[config.mk]
export PLATFORM = sky130hd
export DESIGN_NAME = seg7_scan
export DESIGN_NICKNAME = d
export VERILOG_FILES = /design/src/rtl/seg7_scan_pkg.sv /design/src/rtl/seg7_scan_bcd.sv /design/src/rtl/seg7_scan.sv
export SDC_FILE = /design/constraint.sdc
export NUM_CORES = 1
export LEC_CHECK = 0
export ABC_AREA = 0
export ABC_CLOCK_PERIOD_IN_PS = 6500
export CORE_MARGIN = 10
export CORE_UTILIZATION = 60
export DETAILED_ROUTE_END_ITERATION = 10
export PLACE_DENSITY = 0.95
export SETUP_SLACK_MARGIN = 0.02
export SLEW_MARGIN = 40
export SYNTH_ARGS = -nofsm -noshare
export SYNTH_HDL_FRONTEND = slang
export SYNTH_SLANG_ARGS = --single-unit
[constraint.sdc]
create_clock -name clk -period 6.5 [get_ports clk]
set_clock_uncertainty 0.15 [all_clocks]
set_input_delay 1.3 -clock clk [delete_from_list [all_inputs] [get_ports clk]]
set_output_delay 1.3 -clock clk [all_outputs]
set_load 0.01 [all_outputs]
[src/rtl/seg7_scan_pkg.sv]
// Shared display constants and types for the multiplexed 4-digit 7-segment scanner.
// Segment codes are {g,f,e,d,c,b,a}, active-low.
package seg7_scan_pkg;

  localparam int DEF_REFRESH_DIV = 25000;
  localparam int DEF_BLANK_CYC   = 250;

  localparam logic [3:0] AN_OFF    = 4'b1111;
  localparam logic [6:0] SEG_BLANK = 7'b1111111;
  localparam logic [6:0] SEG_DASH  = 7'b0111111;
  localparam logic [6:0] SEG_0     = 7'b1000000;
  localparam logic [6:0] SEG_1     = 7'b1111001;
  localparam logic [6:0] SEG_2     = 7'b0100100;
  localparam logic [6:0] SEG_3     = 7'b0110000;
  localparam logic [6:0] SEG_4     = 7'b0011001;
  localparam logic [6:0] SEG_5     = 7'b0010010;
  localparam logic [6:0] SEG_6     = 7'b0000010;
  localparam logic [6:0] SEG_7     = 7'b1111000;
  localparam logic [6:0] SEG_8     = 7'b0000000;
  localparam logic [6:0] SEG_9     = 7'b0010000;

  typedef enum logic {ST_GAP, ST_DRIVE} state_t;

  // d[0] = ones ... d[3] = thousands
  typedef struct packed {
    logic            lz;
    logic [3:0][3:0] d;
  } frame_t;

  // Leading-zero suppression: a digit blanks only if it and every higher digit are zero.
  function automatic logic lz_blank(input frame_t f, input logic [1:0] idx);
    logic b;
    case (idx)
      2'd3:    b = f.lz && (f.d[3] == 4'd0);
      2'd2:    b = f.lz && (f.d[3] == 4'd0) && (f.d[2] == 4'd0);
      2'd1:    b = f.lz && (f.d[3] == 4'd0) && (f.d[2] == 4'd0) && (f.d[1] == 4'd0);
      default: b = 1'b0;
    endcase
    return b;
  endfunction

endpackage

[src/rtl/seg7_scan_bcd.sv]
// Combinational BCD to active-low 7-segment decoder; non-BCD codes show a dash.
module bcd_to_7seg
  import seg7_scan_pkg::*;
(
  input  logic [3:0] i_bcd,
  output logic [6:0] o_seg
);

  always_comb begin
    o_seg = SEG_DASH;
    case (i_bcd)
      4'd0:    o_seg = SEG_0;
      4'd1:    o_seg = SEG_1;
      4'd2:    o_seg = SEG_2;
      4'd3:    o_seg = SEG_3;
      4'd4:    o_seg = SEG_4;
      4'd5:    o_seg = SEG_5;
      4'd6:    o_seg = SEG_6;
      4'd7:    o_seg = SEG_7;
      4'd8:    o_seg = SEG_8;
      4'd9:    o_seg = SEG_9;
      default: o_seg = SEG_DASH;
    endcase
  end

endmodule

[src/rtl/seg7_scan.sv]
// 4-digit multiplexed 7-segment scanner: GAP/DRIVE slots per digit, per-frame input
// snapshot so all four digits of a frame come from one coherent sample.
module seg7_scan
  import seg7_scan_pkg::*;
#(
  parameter int REFRESH_DIV = DEF_REFRESH_DIV,
  parameter int BLANK_CYC   = DEF_BLANK_CYC
) (
  input  logic       clk,
  input  logic       rst_n,
  input  logic [3:0] ones,
  input  logic [3:0] tens,
  input  logic [3:0] hundreds,
  input  logic [3:0] thousands,
  input  logic       blank_lz,
  output logic [3:0] an,
  output logic [6:0] seg
);

  localparam int             CW       = $clog2(REFRESH_DIV);
  localparam logic [CW-1:0]  DRV_LAST = CW'(REFRESH_DIV - 1);
  localparam logic [CW-1:0]  GAP_LAST = CW'(BLANK_CYC - 1);

  state_t        r_state;
  logic [1:0]    r_idx;
  logic [CW-1:0] r_cnt;
  frame_t        r_in;
  frame_t        r_snap;
  logic [3:0]    r_an;
  logic [6:0]    r_seg;

  logic [1:0] w_nidx;
  frame_t     w_frame;
  logic [3:0] w_dig;
  logic       w_blank;
  logic [6:0] w_dec_seg;
  logic [3:0] w_an_on;

  // The digit about to be driven; idx 0 reads the snapshot being loaded on this edge.
  assign w_nidx  = r_idx + 2'd1;
  assign w_frame = (w_nidx == 2'd0) ? r_in : r_snap;
  assign w_dig   = w_frame.d[w_nidx];
  assign w_blank = lz_blank(w_frame, w_nidx);
  assign w_an_on = ~(4'b0001 << w_nidx);

  bcd_to_7seg u_dec (
    .i_bcd (w_dig),
    .o_seg (w_dec_seg)
  );

  always_ff @(posedge clk) begin
    if (rst_n) begin
      r_state <= ST_GAP;
      r_idx   <= 2'd3;
      r_cnt   <= '0;
      r_in    <= '0;
      r_snap  <= '0;
      r_an    <= AN_OFF;
      r_seg   <= SEG_BLANK;
    end else begin
      r_in <= {blank_lz, thousands, hundreds, tens, ones};
      case (r_state)
        ST_GAP: begin
          if (r_cnt == GAP_LAST) begin
            r_state <= ST_DRIVE;
            r_idx   <= w_nidx;
            r_cnt   <= '0;
            if (w_nidx == 2'd0) r_snap <= r_in;
            if (w_blank) begin
              r_an  <= AN_OFF;
              r_seg <= SEG_BLANK;
            end else begin
              r_an  <= w_an_on;
              r_seg <= w_dec_seg;
            end
          end else begin
            r_cnt <= r_cnt + 1'b1;
          end
        end
        default: begin
          if (r_cnt == DRV_LAST) begin
            r_state <= ST_GAP;
            r_cnt   <= '0;
            r_an    <= AN_OFF;
            r_seg   <= SEG_BLANK;
          end else begin
            r_cnt <= r_cnt + 1'b1;
          end
        end
      endcase
    end
  end

  assign an  = r_an;
  assign seg = r_seg;

endmodule

==> metrics.yaml <==
slew_headroom: 0.501
synth_edf_count: 0
grtUsageMet2: 0.272
status: "completed"
ys.flop_type: "dfxtp_1"
vias: 2200
postSynthAreaPerCell_um2: 9.06
yosysSeqAreaShare: 0.461
drt_iter0_drc: 111
cts_resized: 0
grt.total_usage: 0.162
ir_drop_uv: 167
hpwl_mm: 4.19
yosys.cell_types.count: 38
synth-compound-area-share: 0.0841
rsz0062_at_grt: "no"
wl_per_cell_um: 15.1
cp_max_fo: 8
post_synth_xor_area_fraction: 0.0384
finalSetupViolations: 0
tritoncts: "yes"
tightest_slew_ns: 0.748
routed_wl_mm: 5.81
critPathArrivalTime_ns: 3.47
crit_required_ns: 6.62
drc: 0
ys_seq_elements: 63
die-area_um2: 7660
cts_sinks: 63
syn-num-nets: 333
hold_viol: 0
gp_routability_congestion: 0.813
fp.dieW_um: 87.5
busiest_layer: "met2"
cap_viol_max_count: 0
ctsRootBufferMaster: "clkbuf_8"
num-nets-final: 361
synth_top_family_by_area: "simple AND/OR/NAND/NOR gates"
port_buffers: 29
crit_type: "flip-flop to flip-flop"
final_util: 0.741
gr-usage-met3: 0.0631
start_util: 0.624
clk_transition_reported_paths_ns: 0.07
synth_fa_ha_area_frac: 0.0548
synthSimpleGateAreaFrac: 0.250
drive_gt1_frac: 0.0928
fmax_mhz: 298
p_leak_nw: 1.24
finalCritPeriodShare: 0.516
hold_buffers: 0
mostFrequentLayoutCell: "dfxtp_1"
grt_overflow_total: 0
post_cts_buffers: 0
h-tree-depth: 3
core_area_um2: 4380
clockBufferDepth: 2
syn-instance-count: 302
tns_ns: 0
fin_crit_ns: 3.35
end_kind: "flip-flop"
viasPerCell: 5.70
critPathLaunchType: "flip-flop"
layout_common_cells: "dfxtp_1 (63), nand2_1 (49), a21oi_1 (32), nor2_1 (31), clkdlybuf4s50_1 (29)"
io-pin-count: 30
async_flop_share: 0
hp-class: "flip-flop to flip-flop"
syn_area_um2: 2740
synth_mux_area_frac: 0.0814
power_density_nw_per_um2: 239
diodes: 0
grt_util_met1: 0.163
first_global_vias: 2264
clk_latency_ns: 0.34
antenna_found_initial: 0
grt_pass1_wl_mm: 9.87
yosys_warnings: 0
first_pass_iters: 5
numCtsBuffers: 9
slew_violations: 0
die_h_um: 87.5
grt_max_degree: 41
antenna_left: 0
syn_to_final_growth_pct: 18.6
num_rows: 24
whs_ns: 0.290
[cell usage after synthesis, types with 2 or more instances]
master	count	area (um^2)
dfxtp_1	63	1260
nand2_1	49	184
a21oi_1	32	160
nor2_1	31	116
nor2b_1	17	106
ha_1	12	150
o21ai_0	8	40.0
xor2_1	8	70.1
buf_2	7	35.0
clkbuf_1	7	26.3
mux4_2	7	158
nand3_1	7	35.0
inv_1	5	18.8
nand2b_1	5	31.3
mux2i_1	4	40.0
or3_1	4	25.0
xnor2_1	4	35.0
and2_1	3	18.8
and3_1	3	18.8
nor4_1	3	18.8
nand3b_1	2	15.0
nand4_1	2	12.5
nor3_1	2	10.0
o211ai_1	2	15.0
or4_1	2	15.0
[layout make-up]
class	count	area, um^2
well taps	52	65.1
multi-input cells	219	1390
inverters	6	22.5
repair buffers	31	309
clock inverters	3	42.5
fillers	306	1140
clock buffers	12	155
flip-flops and latches	63	1260
[cells by family after synthesis]
| family | Yosys count |
|---|---|
| xor gates and xnor gates | 12 |
| buffers and inverters | 20 |
| adders and majority gates | 12 |
| AOI/OAI and AO/OA | 44 |
| DFF | 63 |
| and+or+nand+nor | 138 |
| muxes | 13 |
[where the power goes]
part / internal, mW / leakage (nW) / switching, mW
Clock: 0.195 / 0.0985 / 0.140
Combinational: 0.0226 / 0.632 / 0.0187
Sequential: 0.393 / 0.513 / 0.00514
[per-stage QoR]
stage,power (mW),area (um^2),std cells,setup slack [ns]
after floorplan,0.430,2740,302,3.65
after CTS,0.781,3250,386,3.15
after global routing,0.804,3250,386,2.89
after global placement,0.445,3040,370,3.18
final,0.775,3250,386,3.15
after detailed placement,0.448,3050,371,3.24
[worst paths after layout]
| path | from | to | slack, ns | cells past startpoint |
|---|---|---|---|---|
| hold reg to reg | r_in[16]$_SDFF_PP0_ | r_snap[16]$_SDFFE_PP0P_ | 0.29 | 2 |
| setup reg to reg | r_idx[0]$_SDFFE_PP1P_ | seg[4]$_SDFFE_PP1P_ | 3.15 | 9 |
| setup / recovery | r_idx[0]$_SDFFE_PP1P_ | seg[4]$_SDFFE_PP1P_ | 3.15 | 9 |
| hold / removal | r_in[16]$_SDFF_PP0_ | r_snap[16]$_SDFFE_PP0P_ | 0.29 | 2 |
[worst max-delay path: stages, from the launching register on]
cell	delay, ns
dfxtp_1	0.45
clkinv_1	0.32
ha_1	0.62
mux4_2	0.39
mux2i_1	0.47
inv_1	0.16
ha_1	0.26
o211ai_1	0.19
o21ai_0	0.11
a21oi_1	0.17
[sequential cells by signal (all words and copies together), names as in the netlist]
register and flops:
r_snap 17, r_state 1, an 4, r_idx 2
r_cnt 15, r_in 17, seg 7
[per-layer routing]
metal  part of all wire  vias up  wire length (um)
met5                  0        -                 0
met3              0.057       24               329
met1               0.40     1036              2300
li1                   -     1071                 -
met4              0.041        0               239
met2               0.51       69              2940
Note: power is estimated with default switching activity, not from simulation.
